==> config.mk <==
export PLATFORM = sky130hd
export DESIGN_NAME = led_pattern_seq
export DESIGN_NICKNAME = d
export VERILOG_FILES = /design/src/rtl/led_pattern_seq.sv
export SDC_FILE = /design/constraint.sdc
export NUM_CORES = 1
export LEC_CHECK = 0
export BUFFER_PORTS_ARGS = -buffer_cell sky130_fd_sc_hd__buf_2
export CELL_PAD_IN_SITES_DETAIL_PLACEMENT = 1
export CELL_PAD_IN_SITES_GLOBAL_PLACEMENT = 1
export CORE_UTILIZATION = 39
export DETAILED_ROUTE_END_ITERATION = 8
export GPL_ROUTABILITY_DRIVEN = 0
export PLACE_DENSITY_LB_ADDON = 0.1
export SETUP_SLACK_MARGIN = 0.1
export SLEW_MARGIN = 20
export SYNTH_ARGS = -nofsm -noshare
export SYNTH_HDL_FRONTEND = slang
export SYNTH_SLANG_ARGS = --single-unit
==> constraint.sdc <==
create_clock -name CLK -period 3.6 [get_ports CLK]
set_clock_uncertainty 0.2 [all_clocks]
set_input_delay 0.54 -clock CLK [delete_from_list [all_inputs] [get_ports CLK]]
set_output_delay 0.54 -clock CLK [all_outputs]
set_load 0.01 [all_outputs]
==> src/rtl/led_pattern_seq.sv <==
// led_pattern_seq: two-button LED pattern sequencer.
// A mode button cycles the display through binary, gray, walking-one and
// (optionally) bouncing-one patterns. A pause button freezes the step timer.
// Both buttons are synchronised and debounced internally.
// Optional feature macro: LED_PATTERN_SEQ_BOUNCE_EN (adds mode 3, bounce).
module led_pattern_seq #(
    parameter int WIDTH         = 16,
    parameter int LOG2DELAY     = 22,
    parameter int DEBOUNCE_BITS = 16
) (
    input  logic             CLK,
    input  logic             RST_N,
    input  logic             BTN_MODE,
    input  logic             BTN_PAUSE,
    output logic [WIDTH-1:0] PAT,
    output logic [1:0]       MODE,
    output logic             PAUSED,
    output logic             TICK
);

    localparam int                       POSW      = $clog2(WIDTH);
    localparam logic [POSW-1:0]          POS_MAX   = POSW'(WIDTH - 1);
    localparam logic [DEBOUNCE_BITS-1:0] DB_MAX    = '1;
    localparam logic [LOG2DELAY-1:0]     PRESC_MAX = '1;
    localparam logic [WIDTH-1:0]         ONE_HOT0  = WIDTH'(1);

    // Button slot 0 is the mode button, slot 1 the pause button.
    localparam int BTN_IDX_MODE  = 0;
    localparam int BTN_IDX_PAUSE = 1;

    typedef enum logic [1:0] {
        MODE_BIN    = 2'd0,
        MODE_GRAY   = 2'd1,
        MODE_WALK   = 2'd2,
        MODE_BOUNCE = 2'd3
    } mode_e;

    logic [1:0]               btnRaw;
    logic [1:0]               sync1_q;
    logic [1:0]               sync2_q;
    logic [1:0]               stable_q;
    logic [DEBOUNCE_BITS-1:0] dbCnt_q [2];
    logic [1:0]               press_d;

    mode_e                    mode_q;
    mode_e                    mode_d;
    logic                     paused_q;
    logic                     tick_q;
    logic [WIDTH-1:0]         pat_q;
    logic [WIDTH-1:0]         step_q;
    logic [WIDTH-1:0]         step_d;
    logic [POSW-1:0]          pos_q;
    logic [POSW-1:0]          pos_d;
    logic [LOG2DELAY-1:0]     presc_q;
    logic [WIDTH-1:0]         patStep_d;
    logic [WIDTH-1:0]         patLoad_d;
    logic                     wrap;
`ifdef LED_PATTERN_SEQ_BOUNCE_EN
    logic                     dirDown_q;
    logic                     dirDown_d;
`endif

    assign btnRaw = {BTN_PAUSE, BTN_MODE};

    // Two-flop synchroniser, then a per-button counter that must see a
    // differing level for a full window before the stable level follows it.
    always_ff @(posedge CLK) begin
        if (!RST_N) begin
            sync1_q  <= '0;
            sync2_q  <= '0;
            stable_q <= '0;
            for (int i = 0; i < 2; i++) begin
                dbCnt_q[i] <= '0;
            end
        end else begin
            sync1_q <= btnRaw;
            sync2_q <= sync1_q;
            for (int i = 0; i < 2; i++) begin
                if (sync2_q[i] == stable_q[i]) begin
                    dbCnt_q[i] <= '0;
                end else if (dbCnt_q[i] == DB_MAX) begin
                    stable_q[i] <= sync2_q[i];
                    dbCnt_q[i]  <= '0;
                end else begin
                    dbCnt_q[i] <= dbCnt_q[i] + 1'b1;
                end
            end
        end
    end

    // A press is the cycle whose edge lifts a stable level from 0 to 1, so the
    // sequencer acts on the very edge the debounced level rises.
    always_comb begin
        press_d = '0;
        for (int i = 0; i < 2; i++) begin
            press_d[i] = sync2_q[i] & ~stable_q[i] & (dbCnt_q[i] == DB_MAX);
        end
    end

    assign wrap = !paused_q && (presc_q == PRESC_MAX);

    // Next step/position and the pattern to show after a timer step.
    always_comb begin
        step_d = step_q + 1'b1;
        pos_d  = pos_q;
`ifdef LED_PATTERN_SEQ_BOUNCE_EN
        dirDown_d = dirDown_q;
`endif
        case (mode_q)
            MODE_WALK: pos_d = (pos_q == POS_MAX) ? '0 : pos_q + 1'b1;
`ifdef LED_PATTERN_SEQ_BOUNCE_EN
            MODE_BOUNCE: begin
                if (!dirDown_q) begin
                    if (pos_q == POS_MAX) begin
                        pos_d     = pos_q - 1'b1;
                        dirDown_d = 1'b1;
                    end else begin
                        pos_d = pos_q + 1'b1;
                    end
                end else begin
                    if (pos_q == '0) begin
                        pos_d     = pos_q + 1'b1;
                        dirDown_d = 1'b0;
                    end else begin
                        pos_d = pos_q - 1'b1;
                    end
                end
            end
`endif
            default: pos_d = pos_q;
        endcase
        case (mode_q)
            MODE_BIN:  patStep_d = step_d;
            MODE_GRAY: patStep_d = step_d ^ (step_d >> 1);
            default:   patStep_d = ONE_HOT0 << pos_d;
        endcase
    end

    // Mode that a mode press selects and the pattern it starts from.
    always_comb begin
`ifdef LED_PATTERN_SEQ_BOUNCE_EN
        mode_d = mode_e'(mode_q + 2'd1);
`else
        mode_d = (mode_q == MODE_WALK) ? MODE_BIN : mode_e'(mode_q + 2'd1);
`endif
        patLoad_d = (mode_d == MODE_WALK || mode_d == MODE_BOUNCE) ? ONE_HOT0 : '0;
    end

    // Sequencer: a mode press restarts the pattern and beats a simultaneous
    // timer wrap; otherwise a wrap advances one step and raises TICK.
    always_ff @(posedge CLK) begin
        if (!RST_N) begin
            mode_q    <= MODE_BIN;
            paused_q  <= 1'b0;
            tick_q    <= 1'b0;
            pat_q     <= '0;
            step_q    <= '0;
            pos_q     <= '0;
            presc_q   <= '0;
`ifdef LED_PATTERN_SEQ_BOUNCE_EN
            dirDown_q <= 1'b0;
`endif
        end else begin
            tick_q <= 1'b0;
            if (press_d[BTN_IDX_PAUSE]) begin
                paused_q <= ~paused_q;
            end
            if (press_d[BTN_IDX_MODE]) begin
                mode_q    <= mode_d;
                step_q    <= '0;
                pos_q     <= '0;
                presc_q   <= '0;
                pat_q     <= patLoad_d;
`ifdef LED_PATTERN_SEQ_BOUNCE_EN
                dirDown_q <= 1'b0;
`endif
            end else if (wrap) begin
                step_q    <= step_d;
                pos_q     <= pos_d;
                presc_q   <= '0;
                pat_q     <= patStep_d;
                tick_q    <= 1'b1;
`ifdef LED_PATTERN_SEQ_BOUNCE_EN
                dirDown_q <= dirDown_d;
`endif
            end else if (!paused_q) begin
                presc_q <= presc_q + 1'b1;
            end
        end
    end

    assign PAT    = pat_q;
    assign MODE   = mode_q;
    assign PAUSED = paused_q;
    assign TICK   = tick_q;

endmodule

Yosys cells after proc, flatten, opt, wreduce, memory -nomap -nowiden
Memories as Yosys holds them, arrays and structs flattened.
Cells that the tools add are included.
- word-level logic and storage cells: 92
- output and inout port bits: 20
- bits in writable memories: 32
- memories kept: 1
- latch bits: 0
- flip-flop bits (word level): 68
- ROM bits: 0
- bitwise logic cells: 17
- multiply operators: 0
- reduce and logical (&&, ||, !) cells: 9
- divide/modulo/power cells: 0
- $add $sub $neg: 6
- eq/ne operators: 10
- muxes and demuxes: 37
- shift operators: 1
- $lt $le $gt $ge: 0
- memories (name ; words ; width ; rd ports ; clocked after Yosys merged registers in ; wr ports ; line ; source):
    dbCnt_q ; 2 ; 16 ; 2 ; 0 ; 2 ; 42 ; logic [DEBOUNCE_BITS-1:0] dbCnt_q [2];
- operator list (operator ; number):
    $mux 16 ; 8
    $add 16x1->16 const B ; 3
    $eq 16x16->1 const B ; 2
    $pmux 16 s2 ; 1
    $mux 1 ; 25
    $add 22x1->22 const B ; 1
    $eq 22x22->1 const B ; 1
    $shl 1x4->16 const A ; 1
    $xor 16x15->16 ; 1
    $mux 4 ; 2
    $eq 2x2->1 const B ; 3
    $not 1->1 ; 6
    $or 1x1->1 ; 6
    $add 4x1->4 const B ; 1
    $and 1x1->1 ; 4
    $eq 4x4->1 const B ; 1
    $reduce_and 2->1 ; 2
    $reduce_or 3->1 ; 1
    $add 2x1->2 const B ; 1
    $eq 1x1->1 ; 2
    $eq 2x1->1 const B ; 1
    $logic_not 2->1 ; 1
    $mux 2 ; 1
    $reduce_bool 2->1 ; 1
    4 further kinds ; 4

Logic depth before layout (Yosys ltp)
Gate-level depths: netlist of run 1.
An unclocked memory read counts as a cell.
- depth after elaboration: 8
- mapped depth: 10

Worst setup path after synthesis of run 1
OpenSTA, ideal clock, no wires.
- kind: flip-flop to flip-flop
- start: memory dbCnt_q[0][0]
- end: register presc_q[0]
- arrival time: 2.045 ns
- slack: 1.291 ns
- period minus slack after synthesis: 2.309 ns
- buffers on the path: 4
- stages on the path, launching flop included: 11
- path through: edfxtp_1 -> ha_1 -> and4_1 -> and3_1 -> clkbuf_1 -> a31o_2 -> buf_2 -> nand2b_1 -> buf_2 -> buf_2 -> nor2_1
- RTL lines (what ; line ; source):
    start: declaration ; 42 ;
    end signal: assignment ; 187 ; presc_q <= presc_q + 1'b1;
    end: declaration ; 54 ; logic [LOG2DELAY-1:0] presc_q;

Worst setup path in the final report of run 1
- start: register step_q[0]
- end: register pat_q[7], in the netlist PAT[7]
- word-level cells in the longest chain between the ends: 5
- ends and longest elaborated chain (what ; line ; source):
    start: declaration ; 50 ; logic [WIDTH-1:0] step_q;
    start signal: assignment ; 178 ; step_q <= step_d;
    $add 16x1->16 * ; 104 ; step_d = step_q + 1'b1;
    $xor 16x15->16 ; 134 ; MODE_GRAY: patStep_d = step_d ^ (step_d >> 1);
    $pmux 16 s2 * ; 132 ; case (mode_q)
    $mux 16 * ; 177 ; end else if (wrap) begin
    $mux 16 * ; 168 ; if (press_d[BTN_IDX_MODE]) begin
    end signal: assignment ; 173 ; pat_q <= patLoad_d;
    end signal: assignment ; 181 ; pat_q <= patStep_d;
    end: declaration ; 49 ; logic [WIDTH-1:0] pat_q;
Mark *: on every way between the ends. The rest lies on a longest branch, timed or not. The select of a mux whose other input is x is not followed.
A chain may end at the register's enable or synchronous reset.

==> Implementation_results.wiki, run 1 <==
{| class="wikitable"
! Metric !! Value
|-
| Flops & latches, synth || 100
|-
| Async set-or-reset flop fraction in the synthesized netlist || 0
|-
| Sum of overflow across all layers after global routing || 0
|-
| Clock power frac || 0.420
|-
| Number of buffers added by the clock tree synthesis step || 9
|-
| Classification of the worst-slack hold path || primary input to flip-flop
|-
| Run status || completed
|-
| Clock net sink count || 100
|-
| Setup repair after global routing missed its margin || false
|-
| Area taken by flip-flops and latches || 2320 um2
|-
| Most common cell after layout, fill and taps aside || sky130_fd_sc_hd__nor2_1
|-
| Estimated wirelength of the detail-placed design || 10,300 um
|-
| Most used cells in the layout excluding fill and tap cells || sky130_fd_sc_hd__nor2_1 (106), sky130_fd_sc_hd__dfxtp_1 (68), sky130_fd_sc_hd__nand2_1 (60), sky130_fd_sc_hd__xnor2_1 (43), sky130_fd_sc_hd__xor2_1 (38)
|-
| Antenna diode count || 0
|-
| Total negative slack || 0 ns
|-
| Stage delay of the slowest cell on the critical path || 0.97 ns
|-
| Critical path launch point type || flip-flop
|-
| Clock root buffer master || sky130_fd_sc_hd__clkbuf_16
|-
| Crit path max fanout || 9
|-
| Clock slew at the register clock pins of the worst setup and hold paths || 0.07 ns
|-
| Count of input and output buffers || 23
|-
| Fraction of synthesized cell area taken by the top area cell type || 0.240
|-
| Logic gate share of total power || 0.026
|-
| TritonCTS clock tree || yes
|-
| DIE AREA || 15,000 um2
|-
| Multi-input gate area in the final layout || 3230 um2
|-
| Number of antenna violations at the first check in global routing || 0
|-
| Post-CTS setup buffer count || 0
|-
| Most used DFF post-synth || sky130_fd_sc_hd__dfxtp_1
|-
| Crit path time final || 3.07 ns
|-
| Skew-Pair Late Insertion Delay || 0.35 ns
|-
| Share of cells above drive strength 1 || 0.0888
|-
| Hold-fix buffer count after cts || 0
|-
| Crit-path cells || nand2_1 > nor4_1 > a211oi_1 > a2111oi_0 > o22ai_1 > nor2_1
|-
| Hold Vio Cnt, Final || 0
|-
| Layout fillers || 1,686
|-
| Share of synthesized area occupied by flip-flops and latches || 0.410
|-
| Area growth from synthesis to layout || 10.4%
|-
| Width of the die || 123 um
|-
| Cell type with the highest aggregate area in the netlist || sky130_fd_sc_hd__dfxtp_1
|-
| Actual transition at the worst max-transition pin || 1.09 ns
|-
| Number of warnings printed during yosys synthesis || 0
|-
| Htree depth || 3
|-
| Biggest area contributors in the synthesized netlist || sky130_fd_sc_hd__dfxtp_1 (24%), sky130_fd_sc_hd__edfxtp_1 (17%), sky130_fd_sc_hd__nor2_1 (7.0%)
|-
| Count of standard-cell rows || 43
|-
| Floorplan core area || 14,000 um2
|-
| Number of enable flip-flop cells after synthesis || 32
|-
| WP buf/inv || 0
|-
| Drt drc || 0
|-
| Top-Level Pins || 24
|-
| Fin crit share || 0.852
|-
| Longest Clk Path Bufs || 2
|-
| Category of the most critical setup path || flip-flop to flip-flop
|-
| Peak supply drop || 0.268 mV
|-
| Number of setup violations in the final report || 0
|-
| Arrival time of the worst setup path || 3.16 ns
|-
| Final number of max-transition violations || 0
|-
| Initial Utilization || 0.404
|-
| Slowest stage cell, crit path || sky130_fd_sc_hd__a2111oi_0
|-
| Internal portion of total power || 1.69 mW
|-
| Worst hold slack across all endpoints || 0.194 ns
|-
| Count of nets after finishing || 705
|-
| Sw Ratio || 0.219
|-
| Total of cells resized after clock tree synthesis || 0
|-
| Total vias in the final route || 4,748
|-
| GRT Overall Usage || 0.200
|-
| Worst slew margin relative to its limit || 0.251
|-
| Power Density || 346 nW/um2
|-
| Required time worst endpoint || 3.69 ns
|-
| Number of routed nets with antenna violations || 0
|-
| Cell family with the largest share of critical-path delay || compound AO/OA/AOI/OAI gates
|-
| Switching power || 0.473 mW
|-
| Post-synthesis area per instance || 8.55 um2
|-
| Endpoint kind of the worst setup timing path || flip-flop
|-
| Unique cell type count in the Yosys netlist || 67
|-
| Iteration count of the initial detailed-routing pass || 4
|-
| Maximum number of pins on one net before global-route repair || 26
|-
| Leak Pwr || 2.17 nW
|-
| Syn Inst Count || 663
|-
| Upper clock frequency limit || 0.326 GHz
|-
| Cell area after technology mapping || 5670 um2
|-
| Post-detailed-routing wire length || 14,300 um
|-
| Max Cap Violations || 0
|-
| Die extent in y || 123 um
|-
| Detail-routed via count per cell || 5.41
|-
| Number of violations reported at the end of detailed-routing iteration 0 || 227
|-
| Average detailed-routed wire length per instance || 16.3 um
|-
| Via count of the first global-routing pass || 4,667
|-
| First-pass GRT wire length || 23,300 um
|-
| Share of total power in sequential cells || 0.554
|}
power by group through the flow:
stage                     Clock, mW  Combinational (mW)  Sequential, mW
after detailed placement          0              0.0558            1.23
after global placement            0              0.0537            1.22
after global routing          0.981              0.0644            1.20
after floorplan                   0              0.0432            1.22
final                         0.910              0.0556            1.20
after CTS                     0.946              0.0560            1.20
state kept, by name, indices dropped and copies added, names as in the netlist:
signal,flops
MODE,2
PAUSED,1
sync2_q,2
presc_q,22
stable_q,2
dbCnt_q,32
PAT,16
step_q,16
sync1_q,2
pos_q,4
TICK,1
cell families after synthesis:
| kind of cell | count (synthesis) | share of synthesized area |
|---|---|---|
| buffers and inverters | 54 | 0.0419 |
| and+or+nand+nor | 297 | 0.266 |
| other | 1 | 0.000661 |
| adders and majority gates | 8 | 0.0177 |
| AOI/OAI and AO/OA | 116 | 0.128 |
| muxes | 6 | 0.0106 |
| DFF | 100 | 0.410 |
| xor gates and xnor gates | 81 | 0.125 |
metal layers:
layer | track usage | part of all wire | vias to the layer above
li1 | - | - | 2343
met3 | 0.0400 | 0.040 | 21
met1 | 0.262 | 0.48 | 2323
met2 | 0.329 | 0.47 | 61
met4 | 0.0640 | 0.016 | 0
met5 | 0 | 0 | -
cell usage after synthesis (all sizes together), types with 4 or more instances:
library cell / count
and3: 14
nand3: 30
a31o: 4
nor3: 13
nand2b: 9
inv: 12
clkbuf: 23
xor2: 38
a31oi: 5
ha: 8
o22ai: 4
o31ai: 4
mux2i: 6
and4: 7
buf: 18
nor2: 107
and2: 8
a21oi: 33
a22o: 6
nand4: 11
or3: 13
nand2: 61
edfxtp: 32
xnor2: 43
dfxtp: 68
a211oi: 6
nor4: 8
o21ai: 31
path summary, 6_finish.rpt:
check                                from    endpoint  slack [ns]  depth (start not counted)
worst max-delay path            step_q[0]      PAT[7]        0.53                          6
worst min-delay path            BTN_PAUSE  sync1_q[1]        0.19                          2
worst max register to register  step_q[0]      PAT[7]        0.53                          6
worst min register to register     PAT[1]      PAT[1]        0.24                          2
per-stage QoR:
stage                     cell area, um2  setup slack [ns]  utilization  std cells  power [mW]
after floorplan                     5790              1.29            -        694        1.26
after global placement              5990             0.653        0.426        862        1.28
after detailed placement            5990             0.645        0.426        862        1.28
after CTS                           6260             0.604        0.446        878        2.20
after global routing                6260             0.509        0.446        878        2.25
final                               6260             0.532        0.446        878        2.17
final cells by class:
type | instances | share of cell area
flip-flops and latches | 100 | 0.371
multi-input cells | 540 | 0.516
repair buffers | 29 | 0.0256
inverters | 13 | 0.00779
clock inverters | 4 | 0.00420
well taps | 180 | 0.0360
clock buffers | 12 | 0.0396
(Power assumes the default switching activity.)
==> run 2, diff against run 1 <==
--- a/config.mk
+++ b/config.mk
@@ -8,6 +8,7 @@
 export BUFFER_PORTS_ARGS = -buffer_cell sky130_fd_sc_hd__buf_2
 export CELL_PAD_IN_SITES_DETAIL_PLACEMENT = 1
 export CELL_PAD_IN_SITES_GLOBAL_PLACEMENT = 1
+export CORE_MARGIN = 5
 export CORE_UTILIZATION = 39
 export DETAILED_ROUTE_END_ITERATION = 8
 export GPL_ROUTABILITY_DRIVEN = 0
==> run 2 against run 1 <==
Routed wire length down 1.1%; sequential share of layout area down 0.37 points; maximum frequency up 11%; total power up 8.3%; via count down 1.3%.
==> Implementation_results.wiki, run 2 (synthesis results as in run 1) <==
{| class="wikitable"
! Metric !! Value
|-
| Run status || completed
|-
| Skew-Pair Late Insertion Delay || 0.35 ns
|-
| Initial Utilization || 0.395
|-
| Util after Layout || 0.440
|-
| Area growth from synthesis to layout || 11.5%
|-
| Share of cells above drive strength 1 || 0.0904
|-
| Detail-routed via count per cell || 5.32
|-
| Max Cap Violations || 0
|-
| Most used cells in the layout excluding fill and tap cells || sky130_fd_sc_hd__nor2_1 (106), sky130_fd_sc_hd__dfxtp_1 (68), sky130_fd_sc_hd__nand2_1 (60), sky130_fd_sc_hd__xnor2_1 (43), sky130_fd_sc_hd__xor2_1 (38)
|-
| Total vias in the final route || 4,685
|-
| Design Power || 2.35 mW
|-
| Hold Vio Cnt, Final || 0
|-
| Cell family with the largest share of critical-path delay || compound AO/OA/AOI/OAI gates
|-
| Estimated wirelength of the detail-placed design || 10,200 um
|-
| Htree depth || 3
|-
| Worst Setup Slack post-DPL || 0.786 ns
|-
| Actual transition at the worst max-transition pin || 0.762 ns
|-
| Internal portion of total power || 1.83 mW
|-
| Peak supply drop || 0.218 mV
|-
| Clock power frac || 0.465
|-
| Most common cell after layout, fill and taps aside || sky130_fd_sc_hd__nor2_1
|-
| Category of the most critical setup path || flip-flop to flip-flop
|-
| DIE AREA || 17,000 um2
|-
| Crit path time final || 2.77 ns
|-
| Iteration count of the initial detailed-routing pass || 4
|-
| Via count of the first global-routing pass || 4,784
|-
| Crit-path cells || ha_1 > and4_1 > and3_1 > a31o_2 > nor2_1 > a22oi_1 > o21ai_1
|-
| Average detailed-routed wire length per instance || 16.0 um
|-
| Drt drc || 0
|-
| Post-CTS setup buffer count || 0
|-
| Clock slew at the register clock pins of the worst setup and hold paths || 0.07 ns
|-
| Longest Clk Path Bufs || 2
|-
| Count of input and output buffers || 23
|-
| Power Density || 371 nW/um2
|-
| Total of cells resized after clock tree synthesis || 0
|-
| Switching power || 0.513 mW
|-
| Clock net sink count || 100
|-
| WP buf/inv || 0
|-
| Number of cells in the finished layout apart from fillers || 881
|-
| Worst slew margin relative to its limit || 0.491
|-
| Setup repair after global routing missed its margin || false
|-
| Stage delay of the slowest cell on the critical path || 0.66 ns
|-
| Antenna diode count || 0
|-
| Register-to-Register Path Depth || 7
|-
| Leak Pwr || 2.20 nW
|-
| Origin of the worst setup path || dbCnt_q[0][0]
|-
| Floorplan core area || 14,400 um2
|-
| Number of setup violations in the final report || 0
|-
| Fin crit share || 0.770
|-
| Slowest stage cell, crit path || sky130_fd_sc_hd__a31o_2
|-
| Post-detailed-routing wire length || 14,100 um
|-
| Number of violations reported at the end of detailed-routing iteration 0 || 274
|-
| Crit path setup slack, layout || 0.828 ns
|-
| Number of buffers added by the clock tree synthesis step || 9
|-
| Placed Cells || 865
|-
| Top-Level Pins || 24
|-
| Number of antenna violations at the first check in global routing || 0
|-
| Area after DPL || 5980 um2
|-
| Final number of max-transition violations || 0
|-
| Endpoint of the worst register-to-register path || PAT[9]
|-
| Classification of the worst-slack hold path || primary input to flip-flop
|-
| Start of the worst register-to-register path || dbCnt_q[0][0]
|-
| GRT Overall Usage || 0.173
|-
| Share of total power in sequential cells || 0.511
|-
| Count of standard-cell rows || 44
|-
| Number of routed nets with antenna violations || 0
|-
| Die extent in y || 131 um
|-
| Hold-fix buffer count after cts || 0
|-
| Width of the die || 131 um
|-
| FF-to-FF setup slack || 0.83 ns
|-
| Logic gate share of total power || 0.024
|-
| Worst hold start || BTN_MODE
|-
| Largest register FFs || 32
|-
| First-pass GRT wire length || 23,800 um
|-
| Clock root buffer master || sky130_fd_sc_hd__clkbuf_16
|-
| Count of nets after finishing || 704
|-
| Endpoint kind of the worst setup timing path || flip-flop
|-
| Cell depth of the worst hold path || 2
|-
| Worst hold slack across all endpoints || 0.193 ns
|-
| Crit path max fanout || 31
|-
| Critical path launch point type || flip-flop
|-
| Worst Hold End || sync1_q[0]
|-
| Total negative slack || 0 ns
|-
| Largest reg by FF count || dbCnt_q
|-
| Number of logic stages on the critical path including buffering || 7
|-
| Arrival time of the worst setup path || 2.81 ns
|-
| Required time worst endpoint || 3.63 ns
|-
| TritonCTS clock tree || yes
|-
| Fin area || 6320 um2
|-
| Sw Ratio || 0.219
|-
| Sum of overflow across all layers after global routing || 0
|-
| Upper clock frequency limit || 0.361 GHz
|-
| Maximum number of pins on one net before global-route repair || 32
|-
| Largest regs || dbCnt_q x32, presc_q x22
|}
==> run 2: changes by cell type in the layout (fill, tap and decap cells not counted), sizes merged <==
cell / delta
buf: -1
bufinv: +1
clkbuf: -1
==> run 2: final cells by class <==
cell class / count / area, um2
fill: 1710 / 8050
multi-input combinational: 540 / 3230
sequential: 100 / 2320
clock buffer: 11 / 275
tap: 184 / 230
timing repair buffer: 28 / 153
clock inverter: 5 / 63.8
inverter: 13 / 48.8
==> run 2: worst reg2reg max path, delay by kind of cell, from the launching register on <==
family	cells	cell delay [ns]
adder cells (fa/ha/maj)	1	0.22
flip-flops	1	0.40
AND/OR/NAND/NOR	3	0.82
AO/OA/AOI/OAI	3	1.01
==> run 2: worst max-delay path by stage <==
stage and to:
2_1_floorplan presc_q[0], 3_3_place_gp PAT[9], 3_5_place_dp PAT[9], 4_1_cts PAT[9]
5_1_grt PAT[9], 6_report PAT[9]
==> run 2: power groups by stage <==
stage,Sequential [mW],Clock (mW),Combinational [mW]
detailed placement,1.23,0,0.0563
finish,1.20,1.09,0.0560
CTS,1.20,1.12,0.0568
global placement,1.22,0,0.0539
floorplan,1.22,0,0.0432
global route,1.20,1.16,0.0650
==> run 2: layer usage <==
metal | track usage | wire, um | share of wire | up-vias
met2 | 0.291 | 6670 | 0.47 | 41
met1 | 0.232 | 6940 | 0.49 | 2290
met4 | 0.0532 | 178 | 0.013 | 0
met3 | 0.0240 | 318 | 0.023 | 14
li1 | - | - | - | 2340
met5 | 0 | 0 | 0 | -
==> run 3, diff against run 2 <==
--- a/config.mk
+++ b/config.mk
@@ -5,6 +5,7 @@
 export SDC_FILE = /design/constraint.sdc
 export NUM_CORES = 1
 export LEC_CHECK = 0
+export ABC_AREA = 1
 export BUFFER_PORTS_ARGS = -buffer_cell sky130_fd_sc_hd__buf_2
 export CELL_PAD_IN_SITES_DETAIL_PLACEMENT = 1
 export CELL_PAD_IN_SITES_GLOBAL_PLACEMENT = 1
==> constraint.sdc (replaced) <==
create_clock -name CLK -period 2.6 [get_ports CLK]
set_clock_uncertainty 0.2 [all_clocks]
set_input_delay 0.39 -clock CLK [delete_from_list [all_inputs] [get_ports CLK]]
set_output_delay 0.39 -clock CLK [all_outputs]
set_load 0.01 [all_outputs]
==> run 3 against run 2 <==
Non-clock buffer count up 2; maximum frequency up 23%; register-to-register slack got worse by 0.48 ns; sequential cell count did not move; global-route usage rose by 0.79 points; die area fell by 1.3%; via count grew 6.0%; largest cell class unchanged; sequential share of layout area is 0.53 points higher; critical path type unchanged; worst setup slack worse by 0.48 ns; critical path depth is 1 higher.
==> Implementation_results.wiki, run 3 <==
{| class="wikitable"
! Metric !! Value
|-
| Run status || completed
|-
| Async set-or-reset flop fraction in the synthesized netlist || 0
|-
| Category of the most critical setup path || flip-flop to flip-flop
|-
| Placed Cells || 976
|-
| Endpoint kind of the worst setup timing path || flip-flop
|-
| Die extent in y || 130 um
|-
| Most instantiated library cell after synthesis || sky130_fd_sc_hd__nand2_1
|-
| Commonest cells post-synth || sky130_fd_sc_hd__nand2_1 (188), sky130_fd_sc_hd__nand3_1 (94), sky130_fd_sc_hd__nor2_1 (89), sky130_fd_sc_hd__inv_1 (83), sky130_fd_sc_hd__dfxtp_1 (68)
|-
| Iteration count of the initial detailed-routing pass || 4
|-
| Fin area || 6230 um2
|-
| DIE AREA || 16,800 um2
|-
| Number of cells in the finished layout apart from fillers || 992
|-
| Fraction of synthesized cell area taken by the top area cell type || 0.244
|-
| Leak Pwr || 2.71 nW
|-
| Antenna diode count || 0
|-
| Skew-Pair Late Insertion Delay || 0.35 ns
|-
| Most common cell after layout, fill and taps aside || sky130_fd_sc_hd__nand2_1
|-
| Width of the die || 130 um
|-
| Actual transition at the worst max-transition pin || 0.697 ns
|-
| Crit path time final || 2.25 ns
|-
| Origin of the worst setup path || dbCnt_q[1][0]
|-
| Most used DFF post-synth || sky130_fd_sc_hd__dfxtp_1
|-
| Area growth from synthesis to layout || 11.5%
|-
| Max Cap Violations || 0
|-
| Count of standard-cell rows || 43
|-
| Share of synthesized area occupied by flip-flops and latches || 0.415
|-
| Arrival time of the worst setup path || 2.14 ns
|-
| Power Density || 492 nW/um2
|-
| Cell area after technology mapping || 5590 um2
|-
| Post-synthesis area per instance || 7.40 um2
|-
| Syn Inst Count || 755
|-
| Flops & latches, synth || 100
|-
| Critical path launch point type || flip-flop
|-
| Crit path max fanout || 16
|-
| Peak supply drop || 0.365 mV
|-
| Largest regs || dbCnt_q x32, presc_q x22
|-
| Clock net sink count || 100
|-
| Total of cells resized after clock tree synthesis || 0
|-
| Classification of the worst-slack hold path || primary input to flip-flop
|-
| Post-CTS setup buffer count || 0
|-
| Total vias in the final route || 4,967
|-
| Drt drc || 0
|-
| Final number of max-transition violations || 0
|-
| Htree depth || 3
|-
| Floorplan core area || 14,000 um2
|-
| Worst Setup Slack post-DPL || 0.321 ns
|-
| Top-Level Pins || 24
|-
| Unique cell type count in the Yosys netlist || 48
|-
| Worst hold slack across all endpoints || 0.0170 ns
|-
| Area after DPL || 5950 um2
|-
| Longest Clk Path Bufs || 2
|-
| Fin crit share || 0.866
|-
| Sum of overflow across all layers after global routing || 0
|-
| Share of cells above drive strength 1 || 0.0948
|-
| Largest register FFs || 32
|-
| Biggest area contributors in the synthesized netlist || sky130_fd_sc_hd__dfxtp_1 (24%), sky130_fd_sc_hd__edfxtp_1 (17%), sky130_fd_sc_hd__nand2_1 (13%)
|-
| Number of warnings printed during yosys synthesis || 0
|-
| First-pass GRT wire length || 24,500 um
|-
| Worst hold start || BTN_MODE
|-
| Start of the worst register-to-register path || dbCnt_q[1][0]
|-
| GRT Overall Usage || 0.181
|-
| Number of violations reported at the end of detailed-routing iteration 0 || 147
|-
| Via count of the first global-routing pass || 5,227
|-
| Average detailed-routed wire length per instance || 14.4 um
|-
| Setup repair after global routing missed its margin || false
|-
| Number of routed nets with antenna violations || 0
|-
| Count of input and output buffers || 23
|-
| Initial Utilization || 0.400
|-
| Clock root buffer master || sky130_fd_sc_hd__clkbuf_16
|-
| Detail-routed via count per cell || 5.01
|-
| Largest reg by FF count || dbCnt_q
|-
| Post-detailed-routing wire length || 14,300 um
|-
| Number of buffers added by the clock tree synthesis step || 9
|-
| TritonCTS clock tree || yes
|-
| Number of setup violations in the final report || 0
|-
| Hold-fix buffer count after cts || 0
|-
| Most used cells in the layout excluding fill and tap cells || sky130_fd_sc_hd__nand2_1 (188), sky130_fd_sc_hd__nand3_1 (94), sky130_fd_sc_hd__nor2_1 (89), sky130_fd_sc_hd__inv_1 (83), sky130_fd_sc_hd__dfxtp_1 (68)
|-
| Clock slew at the register clock pins of the worst setup and hold paths || 0.07 ns
|-
| Count of nets after finishing || 819
|-
| Total negative slack || 0 ns
|-
| Estimated wirelength of the detail-placed design || 10,900 um
|-
| Cell type with the highest aggregate area in the netlist || sky130_fd_sc_hd__dfxtp_1
|-
| Worst slew margin relative to its limit || 0.535
|-
| Upper clock frequency limit || 0.444 GHz
|-
| Crit path setup slack, layout || 0.349 ns
|-
| Maximum number of pins on one net before global-route repair || 27
|-
| Number of antenna violations at the first check in global routing || 0
|-
| Required time worst endpoint || 2.49 ns
|-
| Number of enable flip-flop cells after synthesis || 32
|-
| Hold Vio Cnt, Final || 0
|}
[run 3: cell types whose count changed in the layout (fill, tap and decap cells not counted), moves of 7 or more]
cell                       previous run  this run
sky130_fd_sc_hd__xor2_1              38        22
sky130_fd_sc_hd__or3_1               12         1
sky130_fd_sc_hd__and3_1              14         1
sky130_fd_sc_hd__xnor2_1             43         9
sky130_fd_sc_hd__nor2_1             106        89
sky130_fd_sc_hd__and2_1               8         1
sky130_fd_sc_hd__nand2_1             60       188
sky130_fd_sc_hd__o22ai_1              4        15
sky130_fd_sc_hd__nand2b_1             9         0
sky130_fd_sc_hd__inv_1               12        83
sky130_fd_sc_hd__nand3_1             30        94
[run 3: path summary, 6_finish.rpt]
check | end | cells after the start | slack, ns
worst max-delay path | dbCnt_q[1][4] | 8 | 0.35
worst min-delay path | sync1_q[0] | 3 | 0.02
worst max register to register | dbCnt_q[1][4] | 8 | 0.35
worst min register to register | sync2_q[0] | 2 | 0.22
[run 3: area by class of cell]
cell class                      count  area [um2]
Clock inverter                      3        21.3
Fill cell                        1788        7750
Tap cell                          180         225
Multi-Input combinational cell    578        2890
Timing Repair Buffer               30         180
Clock buffer                       13         262
Inverter                           88         333
Sequential cell                   100        2320
[run 3: cell families after synthesis]
group,count (synthesis),synth area share
other,1,0.000671
and+or+nand+nor,436,0.359
adders and majority gates,8,0.0179
buffers and inverters,108,0.0882
DFF,100,0.415
AOI/OAI and AO/OA,70,0.0683
xor gates and xnor gates,31,0.0486
muxes,1,0.00179
[run 3: where the power goes]
| group | leakage, nW | switching [mW] | total [mW] | internal, mW |
|---|---|---|---|---|
| sequential | 0.879 | 0.0273 | 1.66 | 1.64 |
| clock | 0.139 | 0.594 | 1.30 | 0.708 |
| combinational | 1.69 | 0.0670 | 0.0980 | 0.0310 |
| total | 2.71 | 0.689 | 3.07 | 2.38 |
[run 3: critical path, cell delays in order (launching register included)]
cell and delay (ns):
sky130_fd_sc_hd__edfxtp_1 0.38, sky130_fd_sc_hd__ha_1 0.20, sky130_fd_sc_hd__nand3_1 0.11, sky130_fd_sc_hd__nor2_1 0.21
sky130_fd_sc_hd__nand3_1 0.19, sky130_fd_sc_hd__nor3_2 0.23, sky130_fd_sc_hd__inv_1 0.11, sky130_fd_sc_hd__nand3_2 0.26
sky130_fd_sc_hd__nor3b_1 0.10
[run 3: routing by layer]
metal,track usage,part of all wire,up-vias
met5,0,0,-
met1,0.221,0.47,2360
met4,0.0581,0.019,0
met2,0.319,0.48,44
met3,0.0385,0.027,22
li1,-,-,2541
[run 3: stage by stage]
step,power [mW],utilization
after floorplan,1.77,-
after global placement,1.79,0.425
after detailed placement,1.80,0.425
after CTS,3.12,0.446
after global routing,3.21,0.446
final,3.07,0.446
